<file path="src/rtl/adder_arbiter.sv">
// Two-requester round-robin front end for the shared 8-bit carry-select adder.
// One operation in flight; registered result and flags, one-cycle done strobe per owner.

module csa (
    input  logic [7:0] a,
    input  logic [7:0] b,
    input  logic       cin,
    output logic [7:0] s,
    output logic       cout,
    output logic       overflow
);
    logic [7:0] b_eff;
    logic [4:0] lower;
    logic [4:0] upper0;
    logic [4:0] upper1;
    logic [4:0] upper;

    // cin doubles as the subtract select: invert B and add one
    assign b_eff  = b ^ {8{cin}};
    assign lower  = {1'b0, a[3:0]} + {1'b0, b_eff[3:0]} + {4'b0000, cin};
    assign upper0 = {1'b0, a[7:4]} + {1'b0, b_eff[7:4]};
    assign upper1 = {1'b0, a[7:4]} + {1'b0, b_eff[7:4]} + 5'd1;
    assign upper  = lower[4] ? upper1 : upper0;

    assign s        = {upper[3:0], lower[3:0]};
    assign cout     = upper[4];
    assign overflow = (a[7] == b_eff[7]) && (s[7] != a[7]);
endmodule

// state | meaning
// IDLE  | waiting for a request; grant is live
// EXEC  | operands latched, adder output captured at end of cycle
// DONE  | result valid, done strobe to owner
module adder_arbiter (
    input  logic       clk,
    input  logic       rst,
    input  logic       valid0,
    input  logic       valid1,
    input  logic [7:0] a0,
    input  logic [7:0] b0,
    input  logic [7:0] a1,
    input  logic [7:0] b1,
    input  logic       sub0,
    input  logic       sub1,
    output logic       ready0,
    output logic       ready1,
    output logic       done0,
    output logic       done1,
    output logic [7:0] result,
    output logic       cout,
    output logic       overflow,
    output logic       busy
);
    localparam logic [1:0] IDLE = 2'd0;
    localparam logic [1:0] EXEC = 2'd1;
    localparam logic [1:0] DONE = 2'd2;

    logic [1:0] state;
    logic [7:0] op_a;
    logic [7:0] op_b;
    logic       op_sub;
    logic       owner;
    logic       last;
    logic       grant0;
    logic       grant1;
    logic [7:0] csa_s;
    logic       csa_cout;
    logic       csa_ovf;

    csa u_csa (
        .a        (op_a),
        .b        (op_b),
        .cin      (op_sub),
        .s        (csa_s),
        .cout     (csa_cout),
        .overflow (csa_ovf)
    );

    // On contention the requester not served last wins
    always_comb begin
        grant0 = 1'b0;
        grant1 = 1'b0;
        if (state == IDLE) begin
            if (valid0 && valid1) begin
                grant0 = last;
                grant1 = !last;
            end else begin
                grant0 = valid0;
                grant1 = valid1;
            end
        end
    end

    assign ready0 = grant0;
    assign ready1 = grant1;
    assign busy   = (state != IDLE);
    assign done0  = (state == DONE) && !owner;
    assign done1  = (state == DONE) && owner;

    always_ff @(posedge clk) begin
        if (rst) begin
            state    <= IDLE;
            op_a     <= 8'h00;
            op_b     <= 8'h00;
            op_sub   <= 1'b0;
            owner    <= 1'b0;
            last     <= 1'b1;
            result   <= 8'h00;
            cout     <= 1'b0;
            overflow <= 1'b0;
        end else begin
            case (state)
                IDLE: begin
                    if (grant0 || grant1) begin
                        state  <= EXEC;
                        op_a   <= grant1 ? a1 : a0;
                        op_b   <= grant1 ? b1 : b0;
                        op_sub <= grant1 ? sub1 : sub0;
                        owner  <= grant1;
                        last   <= grant1;
                    end
                end
                EXEC: begin
                    state    <= DONE;
                    result   <= csa_s;
                    cout     <= csa_cout;
                    overflow <= csa_ovf;
                end
                DONE:    state <= IDLE;
                default: state <= IDLE;
            endcase
        end
    end
endmodule
</file>
<file path="config.mk">
export PLATFORM = sky130hd
export DESIGN_NAME = adder_arbiter
export DESIGN_NICKNAME = d
export VERILOG_FILES = /design/src/rtl/adder_arbiter.sv
export SDC_FILE = /design/constraint.sdc
export NUM_CORES = 1
export LEC_CHECK = 0
export CORE_MARGIN = 2
export CORE_UTILIZATION = 45
export CTS_BUF_LIST = sky130_fd_sc_hd__clkbuf_16
export DETAILED_ROUTE_END_ITERATION = 16
export PLACE_DENSITY_LB_ADDON = 0.3
export SETUP_SLACK_MARGIN = 0.15
export SLEW_MARGIN = 20
export SYNTH_ARGS = -nofsm -noshare
export SYNTH_HDL_FRONTEND = slang
export SYNTH_SLANG_ARGS = --single-unit
</file>
<file path="constraint.sdc">
create_clock -name clk -period 2.77 [get_ports clk]
set_clock_uncertainty 0.2 [all_clocks]
set_input_delay 0.277 -clock clk [delete_from_list [all_inputs] [get_ports clk]]
set_output_delay 0.277 -clock clk [all_outputs]
set_load 0.05 [all_outputs]
</file>
# Word level (Yosys, flattened, before mapping)
# Cells that the tools add are included.
# W data, S select, Z words.
# word_totals
in_bits	38
word_cells	39
output_inout_bits	15
ff_bits	31
# op_classes
reduce_logical	10
bitwise_logic	1
eq_ne	5
mux	10
n_addsub	4
# ops
op	count
$mux W8	2
$add A4 B4 Y5	2
$xor A8 B8 Y8	1
$add A5 B1 Y5	1
$add A5 B1 Y5 const B	1
$mux W1	5
$mux W5	1
$logic_and A1 B1 Y1	4
$pmux W2 S2	1
$eq A2 B1 Y1 const B	1
$eq A2 B2 Y1 const B	1
$logic_not A1 Y1	2
$logic_not A2 Y1	1
$mux W2	1
$ne A2 B1 Y1 const B	1
$reduce_and A2 Y1	1
$reduce_bool A2 Y1	1
$eq A1 B1 Y1	1
$logic_or A1 B1 Y1	1
$ne A1 B1 Y1	1

# Depth between registers and ports, before layout
# depth
ltp_word	6
mapped_depth	9
depth_no_buf	8

# Modules after synthesis
# From an unflattened synthesis, not the netlist that was laid out.
# hier_totals
cells_unflattened	178
area_unflattened_um2	1679.1
# modules_own_cells
module	seq_area_each_um2	cells_each	area_each_um2	instances
adder_arbiter	620.6	125	1239.9	1
csa	0.0	53	439.2	1

# Worst setup path before layout
# No wires, ideal clock.
# synth_timing
kind	register to register
from	reg op_sub
to	reg cout
path_slack_ps	376
t_arrival_ps	2099
path_stages_with_launch	10
period_less_slack_ps	2394
required_ps	2474
setup_ps	96
n_path_buf	1
cell_sequence	dfxtp_1 buf_4 xor2_1 ha_1 fa_1 ha_1 a21boi_1 nand2b_2 o21a_1 o41ai_2
# synth_via
elab_chain_cells	4
word_cells_on_any_way	6
cone_classes	add/sub (4); mux (1); bitwise (1)
# synth_rtl
item	line	text
from (decl)	61	logic op_sub;
from (signal assigned)	118	op_sub <= grant1 ? sub1 : sub0;
$xor A8 B8 Y8	19	assign b_eff = b ^ {8{cin}};
$add A4 B4 Y5, on equally long branches	21, 22, 20	
$add A5 B1 Y5, on equally long branches	22, 20	
$mux W5 *	23	assign upper = lower[4] ? upper1 : upper0;
to (signal assigned)	126	cout <= csa_cout;
to (decl)	50	output logic cout,
# Every way passes the cells marked *; elsewhere a longest branch is shown, timed or not.
# A chain may end at the register's enable or synchronous reset.

# Worst setup path after layout
# Ends and elaborated chain as after synthesis.

==> results.py <==
metrics = {
    "synthesis": {
        "synth_simple_gate_area_share_pct": 15.4,
        "synth_seq_area_share_pct": 38.9,
        "syn_area_um2": 1600,
        "synth.avg_cell_area_um2": 9.79,
        "yosysWarnings": 0,
        "muxShareOfSynthArea_pct": 0.940,
        "synth_cells": 163,
        "synth_xor_area_share_pct": 9.25,
        "synth_nets": 211,
        "yosys_register_bits": 31,
        "yosys.cell_types.count": 40,
        "synth_top_family_by_area": "compound AO/OA/AOI/OAI gates",
        "synth_fa_ha_area_share_pct": 8.78,
        "synth_compound_area_share_pct": 23.0,
    },
    "cells_and_area": {
        "finish.instance_area_um2": 2300,
        "layout_common_cells": "clkdlybuf4s50_1 (50), dfxtp_1 (31), nor2_1 (25)",
        "diodes": 0,
        "drive_above_1_share_pct": 12.1,
        "fin_nets": 262,
        "mostFrequentLayoutCell": "clkdlybuf4s50_1",
        "final_cells": 261,
        "area_growth_pct": 43.8,
        "utilization_pct": 68.3,
    },
    "placement": {
        "routabilityCongestion": 0.730,
        "hpwl_um": 2960,
        "numPlacedInstances": 253,
        "placed_cell_area_um2": 2150,
        "numPortBuffers": 52,
    },
    "die": {
        "die_h_um": 63.6,
        "ios": 53,
        "rows": 21,
        "die_area_um2": 4040,
        "fp.coreArea_um2": 3360,
        "initial_core_util_pct": 47.5,
        "fp.dieW_um": 63.6,
    },
    "routing": {
        "drtIter0Drc": 117,
        "drc_errors": 0,
        "dr_total_vias": 1468,
        "via_per_inst": 5.62,
        "wire_per_inst_um": 15.5,
        "drtPass1Iterations": 8,
        "ant_nets": 0,
        "wl_um": 4060,
    },
    "critical_path": {
        "cp_max_fo": 3,
        "worstPathRequired_ns": 2.74,
        "criticalPathCategory": "flip-flop to flip-flop",
        "end_kind": "flip-flop",
        "cp-start-kind": "flip-flop",
        "cp.arrival_ns": 2.43,
    },
    "timing": {
        "finalHoldViolations": 0,
        "slew_headroom_pct": 40.2,
        "post-route-period-util_pct": 88.6,
        "setup_viol": 0,
        "grt_setup_unrepaired": "no",
        "drv_slew": 0,
        "fin_tns_setup_ns": 0,
        "period_needed_ns": 2.45,
        "tightest_slew_ns": 0.895,
        "max_freq_ghz": 0.407,
    },
    "pwr": {
        "irDropWorstVdd_mv": 0.376,
        "power_mw": 1.47,
        "p_clk_share_pct": 35.1,
        "cellLeakagePower_nw": 0.945,
        "sw_frac_of_total_pct": 31.3,
        "p_seq_share_pct": 35.4,
        "p_per_area_nw_per_um2": 639,
        "p_int_mw": 1.01,
        "combPwrFrac_pct": 29.6,
        "power.net_switching_uw": 460,
    },
    "clock_tree": {
        "clk_latency_ns": 0.27,
        "numCtsBuffers": 5,
        "clk_pin_slew_ns": 0.05,
        "cts_tree": "done",
        "cts_hold_buf": 0,
        "clkSinkCount": 31,
        "root_buffer": "clkbuf_16",
        "cts.path.max_buffers": 2,
        "htree_levels": 2,
    },
    "grt": {
        "grt_overflow": 0,
        "grt_pass1_vias": 1595,
        "grt_pass1_wl_um": 6980,
        "grt_usage_pct": 22.2,
        "grt_max_degree": 21,
        "antenna_found_initial": 0,
    },
    "worst_hold_path": {
        "hold_path.class": "flip-flop to flip-flop",
    },
    "job": {
        "drv_cap": 0,
    },
    "status": {
        "outcome": "completed",
    },
}
==> layer usage <==
metal | part of all wire, % | global-route usage [%]
met5 | 0 | 0
met4 | 2.1 | 10.1
met3 | 5.6 | 6.61
met2 | 55 | 40.7
met1 | 38 | 23.1
==> through the flow <==
| stage | setup slack (ns) | hold WS [ns] |
|---|---|---|
| CTS | 0.239 | 0.257 |
| floorplan | 0.376 | 0.245 |
| detailed placement | 0.268 | 0.250 |
| finish | 0.316 | 0.254 |
| global route | 0.214 | 0.287 |
| global placement | 0.440 | 0.238 |
==> worst paths after layout <==
path | from | end | slack [ns] | cells after the start
max | op_sub | cout | 0.32 | 8
min | result[4] | result[4] | 0.25 | 2
max reg2reg | op_sub | cout | 0.32 | 8
min reg2reg | result[4] | result[4] | 0.25 | 2
==> critical path, stage by stage, from the launching register on <==
cell	delay [ns]
dfxtp_1	0.34
xor2_1	0.15
ha_1	0.21
fa_1	0.54
ha_1	0.15
a21boi_2	0.25
nand2b_2	0.10
o21a_1	0.21
o41ai_2	0.21
==> cell families (layout without fill, tap and decap cells) <==
| family | Yosys count | count (layout) |
|---|---|---|
| adders and majority gates | 10 | 10 |
| buffers and inverters | 13 | 65 |
| DFF | 31 | 31 |
| and+or+nand+nor | 53 | 53 |
| muxes | 1 | 1 |
| xor gates and xnor gates | 16 | 16 |
| AOI/OAI and AO/OA | 39 | 39 |
==> flip-flops by register name (all words and copies together), names as in the netlist <==
| signal | cells |
|---|---|
| result | 8 |
| overflow | 1 |
| owner | 1 |
| state | 2 |
| op_a | 8 |
| cout | 1 |
| op_b | 8 |
| last | 1 |
| op_sub | 1 |
==> final cells by class <==
class	count	area, um^2
Fill cell	289	1070
Multi-Input combinational cell	119	920
Sequential cell	31	621
Timing Repair Buffer	55	551
Clock buffer	5	125
Tap cell	46	57.6
Clock inverter	3	15.0
Inverter	2	7.51
==> synth_stat cells <==
master	count	area, um^2
xnor2_1	6	52.6
a21o_2	1	8.76
nand2b_1	1	6.26
nand3b_1	1	7.51
a21o_1	2	15.0
nand2b_2	1	8.76
a21oi_4	1	16.3
o21a_1	1	7.51
a21oi_2	2	17.5
nor2b_1	1	6.26
o21ai_2	1	8.76
clkbuf_1	6	22.5
dfxtp_1	31	621
a211oi_2	2	25.0
inv_1	2	7.51
nand4b_1	1	8.76
fa_1	2	40.0
a211o_1	1	8.76
nor2_2	1	6.26
a311oi_1	1	8.76
xor2_1	9	78.8
and3_1	1	6.26
or4_1	1	7.51
nand3_2	1	10.0
buf_2	3	15.0
a211oi_1	2	15.0
nor3b_1	1	7.51
o41ai_2	2	32.5
xnor2_2	1	16.3
buf_4	2	15.0
a222oi_1	17	170
nand3_1	2	10.0
nor3_1	2	10.0
nor2_1	25	93.8
and3b_1	1	8.76
a21oi_1	5	25.0
a21boi_1	1	7.51
ha_1	8	100
mux2_4	1	15.0
nand2_1	13	48.8
==> power by group through the flow <==
stage	clock network [mW]	registers, mW	logic, mW
floorplan	0	0.565	0.249
global placement	0	0.525	0.415
detailed placement	0	0.527	0.430
CTS	0.517	0.519	0.437
global route	0.546	0.524	0.472
finish	0.514	0.519	0.434
==> what timing repair did <==
action                                  CTS  global route
buffers inserted                          0             0
endpoints found under the setup margin    0             1
gates resized for setup                   0             1
endpoints found under the hold margin     0             0
Note: power is estimated with default switching activity, not from simulation.
